## src/rtl/cordic_pkg.sv

```systemverilog
// cordic_pkg: shared constants, arctangent table and FSM states for the folded CORDIC.
package cordic_pkg;
    localparam int WORD_LENGTH = 21;
    localparam int NUM_ITER    = 16;
    localparam int K_INIT      = 318375;
    localparam int ROM_DEPTH   = 20;
    localparam int ATAN_ROM [ROM_DEPTH] = '{
        411775, 243084, 128440, 65198, 32725, 16379, 8191, 4096, 2048, 1024,
        512, 256, 128, 64, 32, 16, 8, 4, 2, 1
    };
    typedef enum logic [1:0] {IDLE, RUN, DONE} state_t;
endpackage

```

## src/rtl/cordic_iter_ctrl_if.sv

```systemverilog
// cordic_iter_ctrl_if: angle-in / cos-sin-out valid-ready handshake bundle.
interface cordic_iter_ctrl_if #(parameter int WORD_LENGTH = cordic_pkg::WORD_LENGTH);
    logic                          in_valid_i;
    logic                          in_ready_o;
    logic signed [WORD_LENGTH-1:0] angle_i;
    logic                          out_valid_o;
    logic                          out_ready_i;
    logic signed [WORD_LENGTH-1:0] cos_o;
    logic signed [WORD_LENGTH-1:0] sin_o;
    logic                          busy_o;
    modport slave  (input  in_valid_i, angle_i, out_ready_i,
                    output in_ready_o, out_valid_o, cos_o, sin_o, busy_o);
    modport master (output in_valid_i, angle_i, out_ready_i,
                    input  in_ready_o, out_valid_o, cos_o, sin_o, busy_o);
endinterface

```

## src/rtl/cordic.sv

```systemverilog
// cordic: one combinational rotation-mode micro-rotation; direction from the sign of z.
module cordic #(
    parameter int WORD_LENGTH = 21
) (
    input  logic                          rst,
    input  logic signed [WORD_LENGTH-1:0] x_i,
    input  logic signed [WORD_LENGTH-1:0] y_i,
    input  logic signed [WORD_LENGTH-1:0] z_i,
    input  logic signed [WORD_LENGTH-1:0] alpha_i,
    input  logic        [4:0]             iteration_i,
    output logic signed [WORD_LENGTH-1:0] next_x_o,
    output logic signed [WORD_LENGTH-1:0] next_y_o,
    output logic signed [WORD_LENGTH-1:0] next_z_o
);
    logic signed [WORD_LENGTH-1:0] xs, ys;
    logic                          neg;
    always_comb begin
        neg      = z_i[WORD_LENGTH-1];
        xs       = x_i >>> iteration_i;
        ys       = y_i >>> iteration_i;
        next_x_o = rst ? '0 : (neg ? x_i + ys : x_i - ys);
        next_y_o = rst ? '0 : (neg ? y_i - xs : y_i + xs);
        next_z_o = rst ? '0 : (neg ? z_i + alpha_i : z_i - alpha_i);
    end
endmodule

```

## src/rtl/cordic_iter_ctrl.sv

```systemverilog
// cordic_iter_ctrl: folded CORDIC sequencer; owns x/y/z/iter state and the atan table,
// steps one shared stage per clock for NUM_ITER cycles, then holds cos/sin until taken.
module cordic_iter_ctrl
    import cordic_pkg::*;
#(
    parameter int WORD_LENGTH = cordic_pkg::WORD_LENGTH,
    parameter int NUM_ITER    = cordic_pkg::NUM_ITER
) (
    input logic               clk,
    input logic               rst,
    cordic_iter_ctrl_if.slave bus
);
    localparam logic [4:0] LAST = 5'(NUM_ITER - 1);

    state_t                        state_q, state_d;
    logic signed [WORD_LENGTH-1:0] x_q, x_d, y_q, y_d, z_q, z_d;
    logic signed [WORD_LENGTH-1:0] nx, ny, nz, alpha;
    logic        [4:0]             iter_q, iter_d;

    cordic #(.WORD_LENGTH(WORD_LENGTH)) u_stage (
        .rst        (rst),
        .x_i        (x_q),
        .y_i        (y_q),
        .z_i        (z_q),
        .alpha_i    (alpha),
        .iteration_i(iter_q),
        .next_x_o   (nx),
        .next_y_o   (ny),
        .next_z_o   (nz)
    );

    always_comb begin
        // iter rests at NUM_ITER in DONE, which may lie past the table end
        alpha   = iter_q < 5'(ROM_DEPTH) ? WORD_LENGTH'(ATAN_ROM[iter_q]) : '0;
        state_d = state_q;
        x_d     = x_q;
        y_d     = y_q;
        z_d     = z_q;
        iter_d  = iter_q;
        if (state_q == IDLE && bus.in_valid_i) begin
            state_d = RUN;
            x_d     = WORD_LENGTH'(K_INIT);
            y_d     = '0;
            z_d     = bus.angle_i;
            iter_d  = '0;
        end else if (state_q == RUN) begin
            x_d     = nx;
            y_d     = ny;
            z_d     = nz;
            iter_d  = iter_q + 5'd1;
            state_d = iter_q == LAST ? DONE : RUN;
        end else if (state_q == DONE && bus.out_ready_i) begin
            state_d = IDLE;
        end
    end

    always_ff @(posedge clk) begin
        if (rst) begin
            state_q <= IDLE;
            x_q     <= '0;
            y_q     <= '0;
            z_q     <= '0;
            iter_q  <= '0;
        end else begin
            state_q <= state_d;
            x_q     <= x_d;
            y_q     <= y_d;
            z_q     <= z_d;
            iter_q  <= iter_d;
        end
    end

    assign bus.in_ready_o  = state_q == IDLE;
    assign bus.out_valid_o = state_q == DONE;
    assign bus.busy_o      = state_q == RUN;
    assign bus.cos_o       = x_q;
    assign bus.sin_o       = y_q;
endmodule

```

## src/flat_wrapper.sv

```systemverilog
// flat-port wrapper written by rule: the top's interface ports become plain ports
module cordic_iter_ctrl_flat import cordic_pkg::*;
#(
    parameter int WORD_LENGTH = cordic_pkg::WORD_LENGTH,
    parameter int NUM_ITER    = cordic_pkg::NUM_ITER
)
  (clk, rst, bus_in_valid_i, bus_angle_i, bus_out_ready_i, bus_in_ready_o, bus_out_valid_o, bus_cos_o, bus_sin_o, bus_busy_o);
  cordic_iter_ctrl_if #(.WORD_LENGTH(WORD_LENGTH)) bus_i ();
  input logic clk;
  input logic rst;
  input wire logic [$bits(bus_i.in_valid_i)-1:0] bus_in_valid_i;
  input wire logic [$bits(bus_i.angle_i)-1:0] bus_angle_i;
  input wire logic [$bits(bus_i.out_ready_i)-1:0] bus_out_ready_i;
  output wire logic [$bits(bus_i.in_ready_o)-1:0] bus_in_ready_o;
  output wire logic [$bits(bus_i.out_valid_o)-1:0] bus_out_valid_o;
  output wire logic [$bits(bus_i.cos_o)-1:0] bus_cos_o;
  output wire logic [$bits(bus_i.sin_o)-1:0] bus_sin_o;
  output wire logic [$bits(bus_i.busy_o)-1:0] bus_busy_o;
  assign bus_i.in_valid_i = bus_in_valid_i;
  assign bus_i.angle_i = bus_angle_i;
  assign bus_i.out_ready_i = bus_out_ready_i;
  assign bus_in_ready_o = bus_i.in_ready_o;
  assign bus_out_valid_o = bus_i.out_valid_o;
  assign bus_cos_o = bus_i.cos_o;
  assign bus_sin_o = bus_i.sin_o;
  assign bus_busy_o = bus_i.busy_o;
  cordic_iter_ctrl #(.WORD_LENGTH(WORD_LENGTH), .NUM_ITER(NUM_ITER)) u_core (.clk(clk), .rst(rst), .bus(bus_i));
endmodule
```

## config.mk

```make
export PLATFORM = sky130hd
export DESIGN_NAME = cordic_iter_ctrl_flat
export DESIGN_NICKNAME = d
export VERILOG_FILES = /design/src/rtl/cordic_pkg.sv /design/src/rtl/cordic_iter_ctrl_if.sv /design/src/rtl/cordic.sv /design/src/rtl/cordic_iter_ctrl.sv /design/src/flat_wrapper.sv
export SDC_FILE = /design/constraint.sdc
export NUM_CORES = 1
export LEC_CHECK = 0
export CORE_UTILIZATION = 30
export CTS_CLUSTER_SIZE = 12
export DETAILED_ROUTE_END_ITERATION = 8
export GPL_ROUTABILITY_DRIVEN = 1
export PLACE_DENSITY = 0.53
export REMOVE_ABC_BUFFERS = 1
export SLEW_MARGIN = 0
export SYNTH_ARGS = -nofsm -noshare
export SYNTH_HDL_FRONTEND = slang
export SYNTH_SLANG_ARGS = --single-unit
```

## constraint.sdc

```tcl
create_clock -name clk -period 7.5 [get_ports clk]
set_input_delay 1.5 -clock clk [delete_from_list [all_inputs] [get_ports clk]]
set_output_delay 1.5 -clock clk [all_outputs]
set_load 0.02 [all_outputs]
```

==> metrics.md <==
| Metric | Value |
|---|---|
| CTS clock-pin slew for the worst setup and hold paths | `60 ps` |
| Die H | `~180 um` |
| CP startpoint kind | `flip-flop` |
| Crit path required time | `7760 ps` |
| Clk_skew | `16.55 ps` |
| Power Total | `just over 3000 uW` |
| Antenna violations before repair | `0` |
| I/O pin cnt | `70` |
| DRT iter0 DRCs | `822` |
| Final Slew Violations | `0` |
| Fill count | `3,365` |
| Setup bufs post-CTS | `0` |
| TritonRoute pass-1 iters | `6` |
| Final worst slack | `1134 ps` |
| Antenna Cells | `0` |
| Max Freq | `157.1 MHz` |
| Static Leak | `0.004240 uW` |
| Grt met1 use | `0.2642` |
| CTS Root Cell | `clkbuf_16` |
| Number of buffers created by CTS | `9` |
| Routing usage on met3 | `0.03991` |
| Ranking of synthesized cells by area | `dfxtp_1 14%, mux4_2 10%, ha_1 10%, a21oi_1 6.9%, xnor2_1 6.3%` |
| Area grow syn2layout | `13.77%` |
| Final Cycle Share | `0.8488` |
| Clock sink total | `70` |
| Nets@finish | `1,382` |
| Vias | `9,655` |
| Synth Area per Inst | `7.720 um2` |
| Hold Crit Depth | `2` |
| Max Cap Violations | `0` |
| CORE AREA | `31,720 um2` |
| Seq cells post-synth | `70` |
| Crit path time final | `6366 ps` |
| Status | `finished, final reports clean` |
| H-Tree Level Count | `3` |
| Count of final setup violators | `0` |
| First-pass GRT wire length | `51,610 um` |
| Post-Route WL | `32,390 um` |
| Main synth FF type | `dfxtp_1` |
| Dominant cell type by area after synthesis | `dfxtp_1` |
| Yosys top cell area share | `0.1443` |
| Async SR Flop Fraction | `0` |
| Critical Path End Type | `flip-flop` |
| Largest net degree at the start of global routing | `65` |
| Power density over the cells | `272.9 nW/um2` |
| R2R Setup Slk | `between 1000 and 1500 ps` |
| GRT overflow | `0` |
| Starting density of the core | `0.3062` |
| Number of flops mapped to enable cells by yosys | `0` |
| Crit path max fanout | `38` |
| Dpl ws | `between 1000 and 1500 ps` |
| GRT Total Usage | `0.1967` |
| Post-synthesis sequential area ratio | `0.1443` |
| Post-DR vias/cell | `5.737` |
| Peak supply drop | `0.1409 mV` |
| Reg2reg end | `u_core.bus.sin_o[20]` |
| Grt met2 use | `0.3095` |
| RSZ-0062 raised after global routing | `no` |
| Vias in the first global route | `9,119` |
| Wire per inst | `19.25 um` |
| FP Rows | `65` |
| Syn Inst Count | `1,258` |
| Die W | `181.9 um` |
| Worst slew margin | `0.3702` |
| Area of the mapped netlist | `9712 um2` |
| Final hold violation count | `0` |
| Max Buffers Root-to-Sink | `2` |
| Hold WC Path Type | `flip-flop to flip-flop` |
| Count leader, synth | `nand2_1` |
| Post-route ant nets | `0` |
| Measured slew at the worst slew-check pin | `944.7 ps` |
| Share of cells above drive strength 1 | `0.09914` |
| Busiest grt layer | `met2` |
| Hold bufs inserted after CTS | `0` |
| Final setup TNS | `0 ps` |
| Netlist cell types | `73` |
| Most instantiated cells after synthesis | `147 x nand2_1, 134 x a21oi_1, 106 x nor2_1, 78 x ha_1` |
| Min-delay src | `u_core.z_q[0]` |
| Reg-to-reg startpoint | `u_core.iter_q[0]` |
| TritonCTS clock tree | `built` |
| Ys Warns | `0` |
| Port bufs | `69` |
| WHS Endpoint | `u_core.z_q[0]` |
| Reg2Reg Depth | `21` |
| Final routed DRC violation total | `0` |
| RD Place Congestion | `0.9621` |
| Crit Path Class | `flip-flop to flip-flop` |
| Min Hold Slack | `around 460 ps` |
| CP arrival | `roughly 6600 ps` |
| Post-CTS Resized | `0` |
| Final HPWL DP | `23,750 um` |
| Clock Latency Late Sink | `370 ps` |
| Die area | `roughly 33,000 um2` |
==> per-stage QoR <==
step | instances | instance area [um2] | util
final | 1683 | 11050 | 0.3484
after global routing | 1683 | 11050 | 0.3484
after CTS | 1683 | 11050 | 0.3484
after detailed placement | 1667 | 10740 | 0.3385
after global placement | 1667 | 10740 | 0.3385
after floorplan | 1176 | 9376 | -
==> flip-flops by register name, summed over array words and instances, names as in the netlist <==
name	flops
u_core.bus.cos_o	21
u_core.bus.sin_o	21
u_core.z_q	21
u_core.iter_q	5
u_core.state_q	2
==> power by group <==
group          leakage, uW  switching, uW  total (uW)  internal [uW]
Clock             0.000152            187         471            285
Sequential        0.000578            133         561            428
Combinational      0.00351           1090        1980            890
Total              0.00424           1410        3020           1600
==> critical path, stage by stage (launching register included) <==
cell and delay [ps]:
dfxtp_2 950, buf_4 360, mux4_2 340, mux4_2 460, and2_0 160, a31o_2 250, inv_1 60, ha_1 180
nor3b_1 500, a21oi_1 170, xor2_1 170, ha_1 370, a21oi_1 220, o21bai_1 110, nor4_1 450, o31a_1 300
o2111ai_1 200, a41oi_1 360, o21ai_0 160, xor2_1 190, a21oi_1 90, a31o_1 200
==> logic make-up after synthesis <==
group / share of synthesized area
AND/OR/NAND/NOR: 0.1976
AO/OA/AOI/OAI: 0.2416
buffers and inverters: 0.04922
XOR/XNOR: 0.09431
multiplexers: 0.1663
adder cells (fa/ha/maj): 0.1067
flip-flops: 0.1443
==> cell usage in the layout (no fill, tap or decap), types with 20 or more instances in the layout <==
master           count
inv_1               35
mux2_2              26
mux4_2              44
nand3_1             24
nand2b_1            20
dfxtp_1             65
ha_1                78
o21ai_0             58
a211oi_1            27
a21oi_1            134
mux2i_1             32
xor2_1              32
clkdlybuf4s50_1     69
nor2_1             106
buf_4               20
nor3_1              37
nand2_1            147
xnor2_1             70
==> final cells by class <==
cell class              instances  area (um2)  area share
multi-input cells            1068        7840      0.7095
well taps                     402       503.0     0.04552
clock buffers                  13       270.3     0.02446
repair buffers                 89       840.8     0.07610
inverters                      38       142.6     0.01291
flip-flops and latches         70        1410      0.1276
clock inverters                 3       42.54    0.003850
==> how the worst max path moves through the flow <==
| stage | startpoint | end | slack [ps] | depth (start not counted) |
|---|---|---|---|---|
| final | u_core.iter_q[0] | u_core.bus.sin_o[20] | 1130 | 21 |
| after global routing | u_core.iter_q[0] | u_core.bus.sin_o[20] | 530 | 21 |
| after CTS | u_core.iter_q[0] | u_core.bus.sin_o[20] | 1150 | 21 |
| after detailed placement | u_core.iter_q[0] | u_core.bus.sin_o[20] | 1190 | 21 |
| after global placement | u_core.iter_q[0] | u_core.bus.sin_o[20] | 1320 | 21 |
| after floorplan | u_core.iter_q[2] | u_core.bus.sin_o[20] | 700 | 20 |
==> per-layer routing <==
layer | vias to the layer above | share of wire
met2 | 283 | 0.44
met5 | - | 0
met4 | 0 | 0.031
met3 | 55 | 0.059
met1 | 4602 | 0.47
li1 | 4715 | -
(Power assumes the default switching activity.)
